`src/rtl/pipe_pkg.sv`:
```
// rtl/pipe_pkg.sv - shared tag type, stage indices and match helper for the hazard unit
package pipe_pkg;

    localparam int TAG_AW = 5;
    localparam int FWD_RF = 0;
    localparam int ST_EX  = 1;
    localparam int ST_MEM = 2;
    localparam int ST_WB  = 3;

    typedef struct packed {
        logic              vld;
        logic [TAG_AW-1:0] rd;
        logic              wen;
        logic              ld;
    } tag_t;

    // x0 is hardwired zero, so a write to it can never feed a reader.
    function automatic logic tag_match(input tag_t t, input logic [TAG_AW-1:0] rs, input logic used);
        return t.vld && t.wen && (t.rd == rs) && (rs != '0) && used;
    endfunction

endpackage

```
`src/rtl/pipe_tag_stage.sv`:
```
// rtl/pipe_tag_stage.sv - one shadow destination-tag register with enable and clear
module pipe_tag_stage
    import pipe_pkg::*;
(
    input  logic clk,
    input  logic rst_n,
    input  logic en,
    input  logic clr,
    input  tag_t d,
    output tag_t q
);

    always_ff @(posedge clk or negedge rst_n) begin
        if (!rst_n) begin
            q <= '0;
        end else if (en) begin
            q <= clr ? '0 : d;
        end
    end

endmodule

```
`src/rtl/pipe_hazard_unit.sv`:
```
// rtl/pipe_hazard_unit.sv - load-use/branch stall, redirect flush and forwarding select for the in-order pipe
module pipe_hazard_unit
    import pipe_pkg::*;
#(
    parameter int REG_AW   = TAG_AW,
    parameter int DEPTH    = ST_WB,
    parameter int LOAD_RDY = ST_WB,
    parameter int ALU_RDY  = ST_MEM,
    parameter int CNT_W    = 16
) (
    input  logic                         clk_i,
    input  logic                         rst_i,
    input  logic                         id_valid_i,
    input  logic [REG_AW-1:0]            id_rs1_i,
    input  logic [REG_AW-1:0]            id_rs2_i,
    input  logic                         id_rs1_used_i,
    input  logic                         id_rs2_used_i,
    input  logic [REG_AW-1:0]            id_rd_i,
    input  logic                         id_wen_i,
    input  logic                         id_load_i,
    input  logic                         id_branch_i,
    input  logic                         id_redirect_i,
    input  logic                         freeze_i,
    output logic                         pc_en_o,
    output logic                         ifid_en_o,
    output logic                         ifid_flush_o,
    output logic                         idex_bubble_o,
    output logic [$clog2(DEPTH+1)-1:0]   fwd1_sel_o,
    output logic [$clog2(DEPTH+1)-1:0]   fwd2_sel_o,
    output logic [CNT_W-1:0]             stall_cnt_o,
    output logic [CNT_W-1:0]             flush_cnt_o
);

    localparam int SEL_W = $clog2(DEPTH+1);

    tag_t             tag_q [ST_EX:DEPTH];
    tag_t             head_tag;
    logic             shift_en;
    logic             head_clr;
    logic             stall;
    logic             hz1, hz2;
    logic [SEL_W-1:0] sel1, sel2;
    logic             run;

    assign head_tag = tag_t'{vld: 1'b1, rd: TAG_AW'(id_rd_i), wen: id_wen_i, ld: id_load_i};
    assign shift_en = !freeze_i;
    assign head_clr = !(id_valid_i && !stall);

    for (genvar k = ST_EX; k <= DEPTH; k++) begin : g_stage
        if (k == ST_EX) begin : g_head
            pipe_tag_stage u_tag (
                .clk   (clk_i),
                .rst_n (rst_i),
                .en    (shift_en),
                .clr   (head_clr),
                .d     (head_tag),
                .q     (tag_q[k])
            );
        end else begin : g_body
            pipe_tag_stage u_tag (
                .clk   (clk_i),
                .rst_n (rst_i),
                .en    (shift_en),
                .clr   (1'b0),
                .d     (tag_q[k-1]),
                .q     (tag_q[k])
            );
        end
    end

    // Walk oldest to youngest so the youngest producer overwrites the select last.
    always_comb begin
        sel1 = SEL_W'(FWD_RF);
        sel2 = SEL_W'(FWD_RF);
        hz1  = 1'b0;
        hz2  = 1'b0;
        for (int k = DEPTH; k >= ST_EX; k--) begin
            if (id_valid_i && tag_match(tag_q[k], TAG_AW'(id_rs1_i), id_rs1_used_i)) begin
                sel1 = SEL_W'(k);
                hz1  = (tag_q[k].ld && k < LOAD_RDY) || (id_branch_i && k < ALU_RDY);
            end
            if (id_valid_i && tag_match(tag_q[k], TAG_AW'(id_rs2_i), id_rs2_used_i)) begin
                sel2 = SEL_W'(k);
                hz2  = (tag_q[k].ld && k < LOAD_RDY) || (id_branch_i && k < ALU_RDY);
            end
        end
    end

    assign stall = hz1 || hz2;
    assign run   = rst_i && !freeze_i;

    // Stall suppresses the redirect; the branch re-resolves once its operands are ready.
    assign pc_en_o       = run && !stall;
    assign ifid_en_o     = run && !stall;
    assign idex_bubble_o = run && stall;
    assign ifid_flush_o  = run && id_redirect_i && !stall;
    assign fwd1_sel_o    = rst_i ? sel1 : SEL_W'(FWD_RF);
    assign fwd2_sel_o    = rst_i ? sel2 : SEL_W'(FWD_RF);

    always_ff @(posedge clk_i or negedge rst_i) begin
        if (!rst_i) begin
            stall_cnt_o <= '0;
            flush_cnt_o <= '0;
        end else if (!freeze_i) begin
            if (stall && !(&stall_cnt_o)) begin
                stall_cnt_o <= stall_cnt_o + CNT_W'(1);
            end
            if (ifid_flush_o && !(&flush_cnt_o)) begin
                flush_cnt_o <= flush_cnt_o + CNT_W'(1);
            end
        end
    end

endmodule

```
`config.mk`:
```
export PLATFORM = sky130hd
export DESIGN_NAME = pipe_hazard_unit
export DESIGN_NICKNAME = d
export VERILOG_FILES = /design/src/rtl/pipe_pkg.sv /design/src/rtl/pipe_tag_stage.sv /design/src/rtl/pipe_hazard_unit.sv
export SDC_FILE = /design/constraint.sdc
export NUM_CORES = 1
export LEC_CHECK = 0
export ABC_AREA = 1
export BUFFER_PORTS_ARGS = -buffer_cell sky130_fd_sc_hd__buf_2
export CORE_UTILIZATION = 25
export DETAILED_ROUTE_END_ITERATION = 8
export GPL_TIMING_DRIVEN = 0
export SYNTH_ARGS = -nofsm -noshare
export SYNTH_HDL_FRONTEND = slang
export SYNTH_SLANG_ARGS = --single-unit
```
`constraint.sdc`:
```
create_clock -name clk_i -period 1.62 [get_ports clk_i]
set_clock_uncertainty 0.05 [all_clocks]
set_input_delay 0 -clock clk_i [delete_from_list [all_inputs] [get_ports clk_i]]
set_output_delay 0 -clock clk_i [all_outputs]
set_load 0.05 [all_outputs]
```
## Yosys cells after proc, flatten, opt, wreduce, memory -nomap -nowiden

Index checks and enable logic that the tools add are counted.

| word-level totals | value |
|---|---|
| RAM bits | 0 |
| latch bits | 0 |
| memories kept | 0 |
| word-level logic and storage cells | 82 |
| memory bits (read-only) | 0 |
| output and inout bits | 40 |
| input bits | 25 |
| register bits | 55 |

| operators by class | value |
|---|---|
| divide/modulo/power cells | 0 |
| muxes and demuxes | 13 |
| reduce and logical (&&, ||, !) cells | 47 |
| $mul | 0 |
| add/subtract/negate cells | 2 |
| shift operators | 0 |
| bitwise gates (word level) | 1 |
| equal/unequal tests | 6 |
| order comparisons | 0 |

Operator list:

| operator | count |
|---|---|
| $logic_and A1 B1 Y1 | 35 |
| $add A16 B1 Y16 const B | 2 |
| $reduce_and A16 Y1 | 2 |
| $eq A5 B5 Y1 | 6 |
| $mux W2 | 8 |
| $reduce_bool A5 Y1 | 2 |
| $mux W8 | 1 |
| $logic_not A1 Y1 | 4 |
| $mux W1 | 4 |
| $reduce_and A2 Y1 | 2 |
| $logic_or A1 B1 Y1 | 2 |
| $not A1 Y1 | 1 |

## Logic depth before layout (Yosys ltp)

| logic depth | value |
|---|---|
| depth in word-level cells | 12 |
| depth in mapped cells | 15 |
| depth with buffers taken out | 14 |

## Modules after synthesis

A second synthesis with hierarchy kept.

| second synthesis, totals | value |
|---|---|
| cells, all modules | 517 |
| area, all modules | 3662.3 um2 |

By module, submodules not included:

| module | area an instance (um2) | sequential area each (um2) | cells an instance | times used |
|---|---|---|---|---|
| pipe_hazard_unit | 2705.1 | 800.8 | 412 | 1 |
| pipe_tag_stage | 319.1 | 200.2 | 35 | 3 |

## Worst setup path before layout

OpenSTA, ideal clock, no wires.

| path | value |
|---|---|
| path type | reg2out |
| start point | register g_stage[1].g_head.u_tag.q[6] (netlist bit) |
| end point | output port pc_en_o |
| stages on the path, launching flop included | 15 |
| required time | 1.570 ns |
| slack | -0.813 ns |
| data arrival time | 2.383 ns |
| cell sequence | dfrtp_1 -> inv_1 -> nand2_1 -> nand2_1 -> nand2_1 -> nor2_1 -> nand2_2 -> nand2_1 -> nand2_2 -> nand2_4 -> nand2_4 -> buf_12 -> buf_6 -> nor2_1 -> buf_4 |

| on the way | value |
|---|---|
| longest elaborated chain between the ends | 9 |

RTL lines:

| element | line | text |
|---|---|---|
| start, declared | pipe_tag_stage.sv:10 | `output tag_t q` |
| start signal, assigned | pipe_tag_stage.sv:17 | `q <= clr ? '0 : d;` |
| $eq A5 B5 Y1 | pipe_pkg.sv:19 | `return t.vld && t.wen && (t.rd == rs) && (rs != '0) && used;` |
| $logic_and A1 B1 Y1 (3 in a row) | pipe_pkg.sv:19 |  |
| $logic_and A1 B1 Y1, on equally long branches | pipe_hazard_unit.sv:78, pipe_hazard_unit.sv:82 |  |
| $mux W1, on equally long branches | pipe_hazard_unit.sv:78, pipe_hazard_unit.sv:82 |  |
| $logic_or A1 B1 Y1 (*) | pipe_hazard_unit.sv:89 | `assign stall = hz1 \|\| hz2;` |
| $logic_not A1 Y1 (*) | -- |  |
| $logic_and A1 B1 Y1 (*) | -- |  |
| end, declared | pipe_hazard_unit.sv:24 | `output logic pc_en_o,` |

Every way passes the cells marked *; elsewhere a longest branch is shown, timed or not.

## Worst setup path after layout

| path | value |
|---|---|
| start point | register g_stage[1].g_head.u_tag.q[6] (netlist bit) |
| end point | output port pc_en_o |

| on the way | value |
|---|---|
| longest elaborated chain between the ends | 9 |

RTL lines:

| element | line | text |
|---|---|---|
| $eq A5 B5 Y1 | pipe_pkg.sv:19 |  |
| $logic_and A1 B1 Y1 (3 in a row) | pipe_pkg.sv:19 |  |
| $logic_and A1 B1 Y1, on equally long branches | pipe_hazard_unit.sv:78, pipe_hazard_unit.sv:82 |  |
| $mux W1, on equally long branches | pipe_hazard_unit.sv:78, pipe_hazard_unit.sv:82 |  |
| $logic_or A1 B1 Y1 (*) | pipe_hazard_unit.sv:89 |  |
| $logic_not A1 Y1 (*) | pipe_hazard_unit.sv:93 | `assign pc_en_o = run && !stall;` |
| $logic_and A1 B1 Y1 (*) | pipe_hazard_unit.sv:93 |  |

Marked as above.

==> reports/qor.yml <==
detailed_routing:
  drt_wl_total_mm: 10.30
  vias: 3542
  antenna_left: 0
  avgViaCountPerCell: 4.416
  drtPass1Iterations: 4
  routedWlPerCell_um: 12.84
  drc: 0
  drt-initial-drc-count: 207
floorplanning:
  coreArea_um2: 13990
  die_h_um: 122.1
  start_util_pct: 25.77
  die-area_um2: 14900
  placementRows: 43
  ioPinCount: 65
  die_x_um: 122.1
worst_setup_path:
  crit_required_ns: 1.57
  cp_slowest_cell: "dfrtp_1"
  worstSetupStartpointType: "register"
  crit_start: "g_stage[1].g_head.u_tag.q[6]"
  critPathKind: "reg2out"
  critical_path.top_delay_family: "simple AND/OR/NAND/NOR gates"
  crit_end: "pc_en_o"
  cp.depth: 15
  reg2reg_from: "g_stage[1].g_head.u_tag.q[6]"
  path_cells: "buf_6 -> nand2_2 -> nand2_1 -> nand2_1 -> nor2_1 -> nand2_2 -> nand2_2 -> nand2_4 -> nand2_4 -> nand2_4 -> buf_12 -> buf_12 -> nor2_4 -> buf_6 -> buf_8"
  r2r_slack_ns: -0.44
  reg2reg_depth: 15
  worstSetupEndpointType: "output pin"
  cp_slowest_stage_delay_ns: 0.41
  r2r_end: "stall_cnt_o[2]"
  worstPathMaxFanout: 3
  cp_data_arrival_time_ns: 2.07
  worst-path-buf-inv: 5
power_and_ir_drop:
  peakVddDrop_mv: 0.4470
  p_seq_share_pct: 44.1
  internal_power_mw: 2.506
  leakagePower_nw: 2.436
  switchingPower_mw: 1.156
  p_comb_share_pct: 22.6
  clockPowerShare_pct: 33.4
  p_per_area_nw_per_um2: 717.4
  switching_share_pct: 31.57
clock_network:
  numCtsBuffers: 5
  clk_path_buf_depth: 2
  cts.clk_slew.worst_paths_ns: 0.07
  clock_latency_ns: 0.29
  tritoncts: "built"
  cts-root-buf: "clkbuf_16"
  h-tree-depth: 2
  cts_sinks: 55
  cts_hold_buf: 7
cells_and_area:
  syn_to_final_growth_pct: 41.58
  antenna_cells: 0
  finish.net_count: 648
  final_layout_size_suffix_gt1_share_pct: 33.92
  final_cells: 802
  fillers: 1492
global_route:
  antenna_found_initial: 0
  overflow: 0
  grt_max_degree: 58
  grt_use_total_pct: 14.23
  grt_pass1_wl_mm: 16.79
  grt_pass1_vias: 3379
synth:
  synth_most_common_cell: "nand2_1"
  synth_area_leaders: "dfrtp_1, nand2_1, inv_1"
  netlist_area_um2: 3605
  synth_area_per_cell_um2: 7.040
  synth_fp_nets: 539
  ys_types: 32
  synth_top_area_share_pct: 38.18
  yosysSeqAreaShare_pct: 38.18
  synthArstFlopShare_pct: 100.0
  synth_edf_count: 0
  synth_top_cell_by_area: "dfrtp_1"
  yosys-top-cells-count: "nand2_1, dfrtp_1, inv_1"
  synthFlopType: "dfrtp_1"
  synthCells: 512
  synth-seq-cells: 55
  synth_warnings: 0
sta:
  slew_viol_final: 0
  hold_viol: 55
  maxSlewHeadroom_pct: 49.64
  worst_slew_pin_slew_ns: 0.7555
  period_share_pct: 131.1
  fin_crit_ns: 2.123
  worst_slack_ns: -0.5033
  setup_viol: 48
  rsz0062_at_grt: "yes"
  clock.fmax_ghz: 0.4710
  whs_ns: -0.2628
placed_design:
  gp_congestion: 0.8678
  numPortBuffers: 64
  dp_cells: 756
  hpwl_mm: 7.248
job:
  maxCapViolations: 0
min_path:
  min_path_type: "in2async"
outcome:
  violations: "negative hold slack, negative setup slack"
  status: "complete, but fails checks"
-- worst reg2reg max path, delay by kind of cell, from the launching register on --
family | cells | cell delay [ns]
buf+inv | 4 | 0.67
flops | 1 | 0.41
simple gates | 11 | 0.82
-- cell type report --
cell class              instances  area [um^2]  share of cell area (%)
repair buffers                102        762.0                   14.93
flip-flops and latches         55         1390                   27.24
clock buffers                   6        128.9                   2.525
inverters                      61        229.0                   4.486
well taps                     180        225.2                   4.413
multi-input cells             383         2198                   43.07
clock inverters                 2        37.54                  0.7355
plain buffers                  13        132.6                   2.599
-- cells by family after synthesis --
logic type                 Yosys count  share of synthesized area (%)
DFF                                 55                          38.18
AOI/OAI and AO/OA                   28                          4.374
and+or+nand+nor                    320                          39.67
xor gates and xnor gates            33                          8.018
buffers and inverters               74                          9.059
adders and majority gates            2                         0.6941
-- through the flow --
step | area (um^2) | TNS [ns] | total power, mW | worst slack [ns] | util (%)
6_report | 5104 | -17.05 | 3.662 | -0.5033 | 36.48
3_3_place_gp | 4304 | -24.51 | 2.350 | -1.004 | 30.77
4_1_cts | 4940 | -17.78 | 3.652 | -0.5489 | 35.31
3_5_place_dp | 4307 | -14.68 | 2.360 | -0.5023 | 30.79
5_1_grt | 5104 | -22.66 | 3.856 | -0.6220 | 36.48
2_1_floorplan | 3759 | -6.227 | 2.119 | -0.3495 | -
-- power groups by stage --
stage | registers [mW] | logic, mW | clock network, mW
6_report | 1.61 | 0.827 | 1.22
5_1_grt | 1.63 | 0.911 | 1.32
4_1_cts | 1.61 | 0.785 | 1.26
3_5_place_dp | 1.64 | 0.721 | 0
3_3_place_gp | 1.64 | 0.713 | 0
2_1_floorplan | 1.77 | 0.352 | 0
-- state kept, by name (all words and copies together) (netlist names) --
register and count:
flush_cnt_o 16, stall_cnt_o 16, g_stage.g_body.u_tag.q 15, g_stage.g_head.u_tag.q 8
-- worst min path at each step --
stage                        start                            to  slack (ns)  depth (start not counted)
final                        rst_i  g_stage[2].g_body.u_tag.q[4]       -0.26                          1
after global routing         rst_i  g_stage[2].g_body.u_tag.q[4]       -0.21                          1
after CTS                    rst_i                stall_cnt_o[5]       -0.23                          1
after detailed placement     rst_i                stall_cnt_o[9]        0.08                          1
after global placement    id_wen_i  g_stage[1].g_head.u_tag.q[1]        0.18                          3
after floorplan              rst_i                flush_cnt_o[0]       -0.35                          0
-- placed cells by master, fill, tap and decap left out, drive strengths merged, types with 2 or more instances in the layout --
cell,Yosys,final
a21oi,9,9
buf,7,101
clkbuf,6,12
dfrtp,55,55
dlygate4sd3,0,7
ha,2,2
inv,60,60
nand2,206,206
nand3,35,35
nand4,23,23
nor2,43,43
nor3,9,9
nor4,4,4
o21ai,17,17
xnor2,21,21
xor2,12,12
-- timing repair --
item / in CTS / in global routing
endpoints found under the setup margin: 48 / 48
pin swaps: 20 / 35
resized for setup: 56 / 39
buffers inserted: 24 / 10
gates cloned: 2 / 0
hold endpoints to repair: 62 / 55
-- layer usage --
layer	wire (um)	share of wire, %	track usage, %	vias up
li1	-	-	-	1838
met1	4735	46	19.25	1618
met2	4832	47	23.69	78
met3	614	6.0	2.434	8
met4	116	1.1	2.896	0
met5	0	0	0	-
No activity file was read; power rests on OpenSTA's default activity.
